--- src/rtl/universal_shift_register.sv ---
`default_nettype none
// ============================================================================
//  Module      : universal_shift_register
//  Description : Parallel-load register with a WIDTH-bit serial transfer,
//                left/right shift and rotate modes, busy/done handshake.
//  Revision    : 1.0 - initial release
// ============================================================================
module universal_shift_register #(
    parameter int WIDTH = 8,
    parameter int CW    = $clog2(WIDTH + 1)
) (
    input  logic             clk,
    input  logic             reset,
    input  logic             load,
    input  logic [WIDTH-1:0] p_in,
    input  logic             start,
    input  logic             dir,
    input  logic             rotate,
    input  logic             sin,
    output logic             sout,
    output logic [WIDTH-1:0] status,
    output logic             busy,
    output logic             done,
    output logic [CW-1:0]    count
);

    localparam logic [1:0]    c_st_idle  = 2'd0;
    localparam logic [1:0]    c_st_shift = 2'd1;
    localparam logic [1:0]    c_st_done  = 2'd2;
    localparam logic [CW-1:0] c_last     = CW'(WIDTH - 1);

    logic [1:0]       r_state;
    logic [WIDTH-1:0] r_status;
    logic [CW-1:0]    r_count;
    logic             r_dir;
    logic             r_rot;

    logic             w_dir_eff;
    logic             w_exit_bit;
    logic             w_entry_bit;
    logic [WIDTH-1:0] w_shifted;

    // Outside a transfer, sout previews the bit the dir port would select.
    assign w_dir_eff   = (r_state == c_st_shift) ? r_dir : dir;
    assign w_exit_bit  = w_dir_eff ? r_status[WIDTH-1] : r_status[0];
    assign w_entry_bit = r_rot ? w_exit_bit : sin;

    always_comb begin
        w_shifted = r_status;
        if (r_dir) begin
            w_shifted = {r_status[WIDTH-2:0], w_entry_bit};
        end else begin
            w_shifted = {w_entry_bit, r_status[WIDTH-1:1]};
        end
    end

    always_ff @(posedge clk) begin
        if (reset) begin
            r_state  <= c_st_idle;
            r_status <= '0;
            r_count  <= '0;
            r_dir    <= 1'b0;
            r_rot    <= 1'b0;
        end else begin
            case (r_state)
                c_st_idle: begin
                    if (load) begin
                        r_status <= p_in;
                    end else if (start) begin
                        r_state <= c_st_shift;
                        r_count <= '0;
                        r_dir   <= dir;
                        r_rot   <= rotate;
                    end
                end
                c_st_shift: begin
                    r_status <= w_shifted;
                    r_count  <= r_count + CW'(1);
                    if (r_count == c_last) begin
                        r_state <= c_st_done;
                    end
                end
                c_st_done: begin
                    r_state <= c_st_idle;
                end
                default: begin
                    r_state <= c_st_idle;
                end
            endcase
        end
    end

    assign sout   = w_exit_bit;
    assign status = r_status;
    assign count  = r_count;
    assign busy   = (r_state == c_st_shift);
    assign done   = (r_state == c_st_done);

endmodule
`default_nettype wire

--- config.mk ---
export PLATFORM = sky130hd
export DESIGN_NAME = universal_shift_register
export DESIGN_NICKNAME = d
export VERILOG_FILES = /design/src/rtl/universal_shift_register.sv
export SDC_FILE = /design/constraint.sdc
export NUM_CORES = 1
export LEC_CHECK = 0
export BUFFER_PORTS_ARGS = -buffer_cell sky130_fd_sc_hd__clkbuf_2
export CAP_MARGIN = 15
export CELL_PAD_IN_SITES_DETAIL_PLACEMENT = 1
export CELL_PAD_IN_SITES_GLOBAL_PLACEMENT = 2
export CORE_MARGIN = 5
export CORE_UTILIZATION = 26
export CTS_CLUSTER_SIZE = 12
export DETAILED_ROUTE_END_ITERATION = 10
export HOLD_SLACK_MARGIN = 0.1
export PLACE_DENSITY = 0.78
export RECOVER_POWER = 100
export REMOVE_ABC_BUFFERS = 1
export SETUP_SLACK_MARGIN = 0.05
export SLEW_MARGIN = 20
export SYNTH_ARGS = -nofsm -noshare
export SYNTH_HDL_FRONTEND = slang
export SYNTH_SLANG_ARGS = --single-unit
export TNS_END_PERCENT = 30
--- constraint.sdc ---
create_clock -name clk -period 1.8 [get_ports clk]
set_input_delay 0.18 -clock clk [delete_from_list [all_inputs] [get_ports clk]]
set_output_delay 0.18 -clock clk [all_outputs]
set_load 0.01 [all_outputs]
==> results of run 1 <==
-- path summary, 6_finish.rpt --
| path | start | endpoint | slack, ps | cells after the start |
|---|---|---|---|---|
| setup / recovery | r_state[0] | sout | 190 | 5 |
| hold / removal | rotate | r_rot | 140 | 3 |
| setup reg to reg | r_state[1] | count[1] | 240 | 6 |
| hold reg to reg | count[3] | r_state[1] | 510 | 1 |
-- cell usage in the layout, fill, tap and decap left out, types with 2 or more instances in the layout --
cell,instances
nor2_1,27
clkbuf_1,17
dfxtp_1,16
clkbuf_2,15
a21oi_1,10
nor3_1,9
mux2i_1,6
inv_1,5
a22oi_1,4
buf_4,4
nand2_1,3
nor3b_1,3
clkbuf_4,3
nand2b_1,2
a311oi_1,2
o311ai_1,2
a211oi_1,2
xor2_1,2
-- registers in the layout, summed over array words and instances (netlist names) --
name	flops
r_state	2
r_rot	1
r_dir	1
count	4
status	8
-- layer usage --
metal / up-vias / track usage / wire length, um
met5: - / 0 / 0
met4: 0 / 0.0199 / 0
met3: 0 / 0.0394 / 159
met2: 28 / 0.208 / 1290
met1: 424 / 0.156 / 1130
li1: 451 / - / -
-- logic make-up (layout without fill, tap and decap cells) --
group	count (synthesis)	in the layout
adder cells (fa/ha/maj)	1	1
XOR/XNOR	2	2
buffers and inverters	13	44
AND/OR/NAND/NOR	51	51
AO/OA/AOI/OAI	22	22
multiplexers	6	6
flip-flops	16	16
-- layout make-up --
| class | instances | area share |
|---|---|---|
| multi-input combinational | 82 | 0.457 |
| sequential | 16 | 0.296 |
| timing repair buffer | 36 | 0.156 |
| tap | 46 | 0.0531 |
| clock buffer | 3 | 0.0208 |
| inverter | 5 | 0.0173 |
-- repair_timing --
| action | in CTS | in global routing |
|---|---|---|
| endpoints found under the hold margin | 0 | 0 |
| gates resized for setup | 0 | 2 |
| endpoints found under the setup margin | 0 | 1 |
-- critical path, delay by kind of cell, from the launching register on --
family / cells / cell delay (ps)
buf+inv: 2 / 290
compound gates: 1 / 160
simple gates: 2 / 400
flops: 1 / 320
-- per-stage QoR --
step / worst slack (ps) / instances
2_1_floorplan: -38.6 / 103
3_3_place_gp: 465 / 185
3_5_place_dp: 423 / 185
4_1_cts: 106 / 188
5_1_grt: 67.7 / 188
6_report: 191 / 188
-- power groups by stage --
stage / Sequential, W / Combinational [W] / Clock [W]
4_1_cts: 0.000403 / 0.000187 / 0.000195
2_1_floorplan: 0.000422 / 0.0000855 / 0
5_1_grt: 0.000408 / 0.000200 / 0.000213
3_3_place_gp: 0.000411 / 0.000179 / 0
6_report: 0.000402 / 0.000175 / 0.000184
3_5_place_dp: 0.000412 / 0.000186 / 0
==> run summary, run 1 <==
Status -> finished clean
Port bufs -> 29
Worst-path fanout max -> 8
Die height -> 67.9 um
Total Wirelength -> 2.58 mm
Starting DRC count in detailed routing -> 34
Final core utilization -> 0.330
Sequential element share of the synthesized area -> 0.367
Initial antenna violation count -> 0
Mapped Area -> 872 um^2
XOR/XNOR Fraction of Synth Area -> 0.0201
I/O pin count -> 30
Critical path capture point type -> output pin
Vias in the first global route -> 933
Worst Hold Class -> input pin to flip-flop
Vias per cell -> 4.80
Final Cell Area -> 1080 um^2
Clock Tree Root -> clkbuf_4
Worst EP arrival -> 1430 ps
Worst slew pin tran -> 390 ps
LEAKAGE -> 0.425 nW
Clock latency at the later pin of the worst-skew pair -> 280 ps
Maxcap violations -> 0
Main combinational cell family by area after synthesis -> simple AND/OR/NAND/NOR gates
Seq pwr share -> 0.528
Die area -> 4610 um^2
CP cell instances -> buf_4 > nor2b_4 > a21boi_2 > or2_2 > clkbuf_1
Setup-failing EPs final -> 0
Synth Area in Simple Gates -> 0.286
Setup Buffers After CTS -> 0
Multi-input gate area -> 495 um^2
Top FF cell, synth -> dfxtp_1
Setup CP Type -> flip-flop to output pin
Max clock buf depth -> 2
# diodes -> 0
Max Freq -> 0.621 GHz
Hpwl dp -> 2.03 mm
Logic pwr share -> 0.230
Hold buffers post-CTS -> 0
Setup TNS -> 0 ps
Final nets -> 160
Int Pwr -> 0.000530 W
H-tree levels -> 1
Die width -> 67.9 um
Slew margin rel. -> 0.740
Crit path required time -> 1620 ps
Post-synth EDFFs -> 0
Clock power share -> 0.242
CTS tree -> built
Core area -> 3280 um^2
Count leader, synth -> nor2_1
Std cell rows -> 21
CTS Buf Count -> 3
Via count -> 903
Unrepaired setup endpoints after global routing -> false
Grt ovf -> 0
Share of cells above drive strength 1 -> 0.183
GRT Resource Usage Total -> 0.124
#FFs+latches synth -> 16
Num Clock Sinks -> 16
Sw Pwr -> 0.000232 W
Sw Ratio -> 0.304
Placer congestion estimate -> 0.803
Synth Area in Adders -> 0.0143
Pwr Density -> 702 nW/um^2
Library cells used by synthesis -> 28
Syn_area_per_cell -> 7.86 um^2
WL/cell -> 13.7 um
First-pass GRT wire length -> 4.38 mm
Final Hold Fails -> 0
Initial Util -> 0.266
Slew Limit Fails -> 0
CP max stage delay -> 320 ps
Startpoint types -> flip-flop
Async set-reset flop share out of synthesis -> 0
# DRC -> 0
DRT antenna net count -> 0
Storage element area -> 320 um^2
Period utilization -> 0.894
Clock-pin slew of the registers on the worst-case setup and hold paths -> 80 ps
Layout Area Growth over Synthesis -> 24.2%
Post-Synthesis Cells -> 111
Synth top area share -> 0.367
Synth Area in Compound Gates -> 0.171
Filler cells -> 434
Worst Hold Slack -> 139 ps
Slowest cell on crit path -> dfxtp_1
Synth top cells by count -> 27 x nor2_1, 16 x dfxtp_1, 10 x a21oi_1
Max VDD drop -> 0.309 mV
Clock Skews -> 8.94 ps
Largest net degree at the start of global routing -> 17
Synth area leaders -> dfxtp_1 37%, nor2_1 12%, mux2i_1 6.9%
Synth area leader -> dfxtp_1
Yosys Warn Count -> 0
Post-synthesis mux area share -> 0.0689
Minimum clock period -> 1610 ps
Pre-antenna DRT Iters -> 6
Tot Pwr -> 0.000761 W
Cell Area, Placed -> 1080 um^2
No activity file was read; power rests on OpenSTA's default activity.
==> inputs of run 2 (changes only) <==
--- a/config.mk
+++ b/config.mk
@@ -5,16 +5,17 @@
 export SDC_FILE = /design/constraint.sdc
 export NUM_CORES = 1
 export LEC_CHECK = 0
+export ABC_AREA = 1
 export BUFFER_PORTS_ARGS = -buffer_cell sky130_fd_sc_hd__clkbuf_2
 export CAP_MARGIN = 15
 export CELL_PAD_IN_SITES_DETAIL_PLACEMENT = 1
 export CELL_PAD_IN_SITES_GLOBAL_PLACEMENT = 2
 export CORE_MARGIN = 5
-export CORE_UTILIZATION = 26
+export CORE_UTILIZATION = 24
 export CTS_CLUSTER_SIZE = 12
 export DETAILED_ROUTE_END_ITERATION = 10
 export HOLD_SLACK_MARGIN = 0.1
-export PLACE_DENSITY = 0.78
+export PLACE_DENSITY = 0.77
 export RECOVER_POWER = 100
 export REMOVE_ABC_BUFFERS = 1
 export SETUP_SLACK_MARGIN = 0.05
==> run 2 against run 1 <==
Combinational power is 15% lower. Core utilization is 0.59 points lower. Critical path type unchanged. Largest power group unchanged. Clock-buffer cell count is 1 higher.
==> run summary, run 2 <==
Status -> finished clean
Setup Buffers After CTS -> 0
Final nets -> 159
Pwr Density -> 807 nW/um^2
Setup CP Type -> flip-flop to output pin
Die area -> 4480 um^2
Minimum clock period -> 1510 ps
Final non-filler cell total -> 186
Hold path cells -> 3
Synth Area in Adders -> 0.0161
Clock latency at the later pin of the worst-skew pair -> 290 ps
Starting DRC count in detailed routing -> 39
Synth top area share -> 0.412
#FFs+latches synth -> 16
Async set-reset flop share out of synthesis -> 0
Vias per cell -> 4.59
Hold Path Sink -> r_rot
Mapped Area -> 778 um^2
Share of cells above drive strength 1 -> 0.155
Core area -> 3080 um^2
# diodes -> 0
Post-synth EDFFs -> 0
Top FF cell, synth -> dfxtp_1
Library cells used by synthesis -> 19
Largest net degree at the start of global routing -> 16
Synth area leaders -> dfxtp_1 41%, nand2_1 12%, a21oi_1 7.7%
Slowest cell on crit path -> dfxtp_1
Reg-to-Reg End -> status[0]
I/O pin count -> 30
Max VDD drop -> 0.459 mV
Worst-path fanout max -> 7
Sequential element share of the synthesized area -> 0.412
Max Freq -> 0.660 GHz
Worst slew pin tran -> 419 ps
Vias in the first global route -> 873
Synth Area in Simple Gates -> 0.278
Setup TNS -> 0 ps
Main combinational cell family by area after synthesis -> simple AND/OR/NAND/NOR gates
# DRC -> 0
Maxcap violations -> 0
Critical path capture point type -> output pin
Clock Tree Root -> clkbuf_4
First-pass GRT wire length -> 3.91 mm
CP max stage delay -> 560 ps
Slew Limit Fails -> 0
CP cell instances -> nand2_4 > nand2_1 > nand3_1 > nand2_1 > clkbuf_2
CTS tree -> built
Grt ovf -> 0
Yosys Warn Count -> 0
GRT Resource Usage Total -> 0.115
Register-to-register setup slack -> 460 ps
Via count -> 853
Initial Util -> 0.253
Placed cell count -> 181
Syn_area_per_cell -> 7.14 um^2
H-tree levels -> 1
Total Wirelength -> 2.49 mm
Period utilization -> 0.841
Placer congestion estimate -> 0.794
R2r startpoint -> r_state[0]
Synth Area in Compound Gates -> 0.225
CTS Buf Count -> 3
LEAKAGE -> 0.427 nW
Layout Area Growth over Synthesis -> 28.1%
Worst Hold Class -> input pin to flip-flop
Crit path depth -> 5
Most frequent cells in the layout -> 25 x nand2_1, 16 x dfxtp_1, 15 x clkbuf_1
Synth top cells by count -> 25 x nand2_1, 16 x dfxtp_1, 12 x a21oi_1
Setup-failing EPs final -> 0
Port bufs -> 29
Synth area leader -> dfxtp_1
CP top delay family -> flip-flops
Count leader, synth -> nand2_1
DRT antenna net count -> 0
Clock Skews -> 12.7 ps
Filler cells -> 410
Final Hold Fails -> 0
Std cell rows -> 20
Die width -> 66.9 um
Final core utilization -> 0.324
Hold_sp -> rotate
Post-Synthesis Cells -> 109
Startpoint types -> flip-flop
Post-synthesis mux area share -> 0
WL/cell -> 13.4 um
Initial antenna violation count -> 0
Max reg flops -> 8
Num Clock Sinks -> 16
Worst EP arrival -> 1330 ps
XOR/XNOR Fraction of Synth Area -> 0.0113
Hpwl dp -> 1.87 mm
Top cell by count, worst path -> nand2_1
Commonest non-fill, non-tap cell in the layout -> nand2_1
Max clock buf depth -> 2
Unrepaired setup endpoints after global routing -> false
Die height -> 66.9 um
Slew margin rel. -> 0.721
Buf+Inv Stages, Crit Path -> 1
Crit path required time -> 1620 ps
Clock-pin slew of the registers on the worst-case setup and hold paths -> 90 ps
Pre-antenna DRT Iters -> 3
Worst-case reg-to-reg path depth -> 5
## run 2: cell count changes after synthesis, sizes merged, moves of 7 or more
cell	before	now
o21ai	0	12
buf	7	0
nor2	27	6
nand2	3	27
nor3	9	2
nand3	0	11
## run 2: where the power goes
| part | total (W) | switching [W] | leakage [nW] | internal [W] |
|---|---|---|---|---|
| Combinational | 0.000148 | 0.0000918 | 0.275 | 0.0000560 |
| Sequential | 0.000410 | 0.0000304 | 0.132 | 0.000379 |
| Clock | 0.000247 | 0.000124 | 0.0210 | 0.000123 |
## run 2: how the worst max path moves through the flow
stage | startpoint | to | slack, ps
after floorplan | r_state[0] | status[0] | 700
after global placement | r_state[1] | status[7] | 510
after detailed placement | r_state[1] | status[0] | 480
after CTS | r_state[1] | sout | 250
after global routing | r_state[0] | sout | 160
final | r_state[0] | sout | 290
## run 2: area by class of cell
type,instances,area (um^2),share of cell area
multi-input cells,81,408,0.409
flip-flops and latches,16,320,0.321
repair buffers,30,136,0.137
well taps,44,55.1,0.0552
inverters,11,41.3,0.0414
clock buffers,4,36.3,0.0364
## run 2: cells by family (layout without fill, tap and decap cells)
family                   after synthesis  in the layout
flip-flops                            16             16
buffers and inverters                 12             45
XOR/XNOR                               1              1
AO/OA/AOI/OAI                         31             31
adder cells (fa/ha/maj)                1              1
AND/OR/NAND/NOR                       48             48
## run 2: tightest hold or removal path, delay by kind of cell
kind	cells	cell delay (ps)
and+or+nand+nor	1	80
buffers and inverters	1	70
AOI/OAI and AO/OA	1	70
## run 2: through the flow
stage                     setup slack [ps]  power, W  hold WS [ps]  instance area (um^2)
after CTS                              246  0.000827           144                  1020
after detailed placement               476  0.000573           372                   975
final                                  285  0.000805           152                   997
after global placement                 510  0.000569           367                   975
after global routing                   158  0.000861           150                   997
after floorplan                        699  0.000500           259                   774
## run 2: routing by layer
| layer | global-route usage | vias up | part of all wire |
|---|---|---|---|
| li1 | - | 435 | - |
| met1 | 0.129 | 398 | 0.46 |
| met2 | 0.213 | 18 | 0.49 |
| met3 | 0.0371 | 2 | 0.047 |
| met4 | 0.0152 | 0 | 0.0060 |
| met5 | 0 | - | 0 |
## run 2: timing repair
item,in CTS,in global routing
hold buffers,1,0
hold endpoints to repair,1,0
resized for setup,0,0
==> inputs of run 3 (changes only) <==
--- a/config.mk
+++ b/config.mk
@@ -5,17 +5,17 @@
 export SDC_FILE = /design/constraint.sdc
 export NUM_CORES = 1
 export LEC_CHECK = 0
-export ABC_AREA = 1
+export ABC_AREA = 0
 export BUFFER_PORTS_ARGS = -buffer_cell sky130_fd_sc_hd__clkbuf_2
 export CAP_MARGIN = 15
 export CELL_PAD_IN_SITES_DETAIL_PLACEMENT = 1
 export CELL_PAD_IN_SITES_GLOBAL_PLACEMENT = 2
 export CORE_MARGIN = 5
-export CORE_UTILIZATION = 24
+export CORE_UTILIZATION = 26
 export CTS_CLUSTER_SIZE = 12
 export DETAILED_ROUTE_END_ITERATION = 10
 export HOLD_SLACK_MARGIN = 0.1
-export PLACE_DENSITY = 0.77
+export PLACE_DENSITY = 0.78
 export RECOVER_POWER = 100
 export REMOVE_ABC_BUFFERS = 1
 export SETUP_SLACK_MARGIN = 0.05
==> constraint.sdc (replaced) <==
create_clock -name clk -period 1.5 [get_ports clk]
set_input_delay 0.15 -clock clk [delete_from_list [all_inputs] [get_ports clk]]
set_output_delay 0.15 -clock clk [all_outputs]
set_load 0.01 [all_outputs]
==> run 3 against run 2 <==
Via count is 6.4% higher. Sequential power up 18%. Wire length is 4.0% higher. Power increased by 26%. Largest power group unchanged. Final area up 19%. Die area grew 2.9%. Largest cell class unchanged. Core utilization grew 3.8 points. First-iteration DRC count grew 46%. Critical endpoint unchanged. Clock skew fell by 9.5 ps. Hold slack lost 15 ps.
==> run summary, run 3 (synthesized netlist as in run 1, its figures left out) <==
Status -> finished clean
Most frequent cells in the layout -> 27 x nor2_1, 17 x clkbuf_2, 12 x dfxtp_1
CTS tree -> built
Int Pwr -> 0.000716 W
Pwr Density -> 854 nW/um^2
Total Wirelength -> 2.59 mm
Clock Skews -> 3.19 ps
Worst slew pin tran -> 348 ps
Wire length on met3 -> 150 um
Num Clock Sinks -> 16
Reg-to-Reg End -> status[0]
Vias per cell -> 4.66
Die width -> 67.9 um
Sw Ratio -> 0.295
First-pass GRT wire length -> 4.17 mm
Clock power share -> 0.286
CP cell instances -> nor2b_4 > a21boi_4 > or2_4 > buf_6
Buf+Inv Stages, Crit Path -> 1
Setup-failing EPs final -> 0
Vias in the first global route -> 931
Worst EP arrival -> 1240 ps
Pre-antenna DRT Iters -> 4
Startpoint types -> flip-flop
Initial antenna violation count -> 0
Unrepaired setup endpoints after global routing -> false
Setup crit start -> r_state[0]
Worst-case reg-to-reg path depth -> 7
GRT Resource Usage Total -> 0.116
Port bufs -> 29
Crit path depth -> 4
Slew Limit Fails -> 0
Final non-filler cell total -> 195
Final Hold Fails -> 0
Met2 wire length -> 1.22 mm
Max Freq -> 0.720 GHz
Clock-pin slew of the registers on the worst-case setup and hold paths -> 100 ps
H-tree levels -> 1
Final nets -> 166
Std cell rows -> 21
Clock Tree Root -> clkbuf_4
Register-to-register setup slack -> 140 ps
CP max stage delay -> 350 ps
Minimum clock period -> 1390 ps
Initial Util -> 0.266
DRT antenna net count -> 0
Die area -> 4610 um^2
Die height -> 67.9 um
Logic pwr share -> 0.236
Clock latency at the later pin of the worst-skew pair -> 280 ps
Critical path capture point type -> output pin
Hold_sp -> dir
Max layer used -> met4
Via count -> 908
Largest net degree at the start of global routing -> 20
Worst Hold Class -> input pin to flip-flop
Crit path required time -> 1350 ps
# DRC -> 0
Max clock buf depth -> 2
Share of cells above drive strength 1 -> 0.289
Slew margin rel. -> 0.768
Hold path cells -> 3
WL/cell -> 13.3 um
Setup CP Type -> flip-flop to output pin
Hold Path Sink -> r_dir
Placer congestion estimate -> 0.775
Placed cell count -> 186
LEAKAGE -> 0.487 nW
R2r startpoint -> r_state[0]
Layout Area Growth over Synthesis -> 36.3%
CTS Buf Count -> 3
# diodes -> 0
I/O pin count -> 30
Period utilization -> 0.926
Worst-path fanout max -> 3
Max VDD drop -> 0.316 mV
WL met1 -> 1.21 mm
Filler cells -> 419
Hpwl dp -> 1.92 mm
Grt ovf -> 0
Slowest cell on crit path -> dfxtp_1
Commonest non-fill, non-tap cell in the layout -> nor2_1
Core area -> 3280 um^2
CP top delay family -> flip-flops
Maxcap violations -> 0
Seq pwr share -> 0.478
Max reg flops -> 8
Sw Pwr -> 0.000300 W
Starting DRC count in detailed routing -> 57
Final core utilization -> 0.362
[run 3: cell count changes in the layout (fill, tap and decap cells not counted), moves of 7 or more]
cell / change
o21ai_0: -11
nor3_1: +7
nand2_1: -22
nor2_1: +21
buf_4: +10
nand3_1: -11
[run 3: worst max-delay path by stage]
stage	slack, ps	endpoint
2_1_floorplan	-340	status[0]
3_3_place_gp	270	sout
3_5_place_dp	240	status[0]
4_1_cts	50	sout
5_1_grt	30	status[7]
6_report	110	sout
[run 3: power groups by stage]
stage          logic [W]  registers (W)  clock network (W)
2_1_floorplan   0.000103       0.000506                  0
3_3_place_gp    0.000215       0.000494                  0
3_5_place_dp    0.000219       0.000495                  0
4_1_cts         0.000235       0.000488           0.000307
5_1_grt         0.000268       0.000491           0.000321
6_report        0.000240       0.000485           0.000290
[run 3: layout make-up]
class,instances,area [um^2],share of cell area
Sequential cell,16,328,0.276
Multi-Input combinational cell,82,510,0.429
Clock buffer,4,36.3,0.0305
Tap cell,46,57.6,0.0484
Inverter,5,18.8,0.0158
Timing Repair Buffer,42,238,0.200
[run 3: metal layers]
| layer | GRT usage | vias to the layer above |
|---|---|---|
| met1 | 0.142 | 420 |
| met5 | 0 | - |
| met4 | 0.0223 | 0 |
| met2 | 0.207 | 22 |
| li1 | - | 464 |
| met3 | 0.0263 | 2 |
[run 3: worst reg2reg max path, delay by kind of cell (launching register included)]
kind	cells	cell delay (ps)
AND/OR/NAND/NOR	3	270
flip-flops	1	350
AO/OA/AOI/OAI	1	160
buffers and inverters	3	510
[run 3: repair_timing]
action / 4_1_cts / 5_1_grt
gates resized for setup: 9 / 5
setup buffers: 2 / 2
cloned: 0 / 0
hold buffers: 1 / 0
hold endpoints to repair: 1 / 0
endpoints found under the setup margin: 1 / 1
[run 3: through the flow]
stage | power (W) | setup slack, ps | area [um^2] | TNS (ps) | hold WS, ps
floorplan | 0.000609 | -339 | 827 | -1550 | 222
global placement | 0.000708 | 267 | 1090 | 0 | 378
detailed placement | 0.000715 | 241 | 1090 | 0 | 397
CTS | 0.00103 | 51.5 | 1180 | 0 | 130
global route | 0.00108 | 31.1 | 1190 | 0 | 165
finish | 0.00102 | 110 | 1190 | 0 | 136
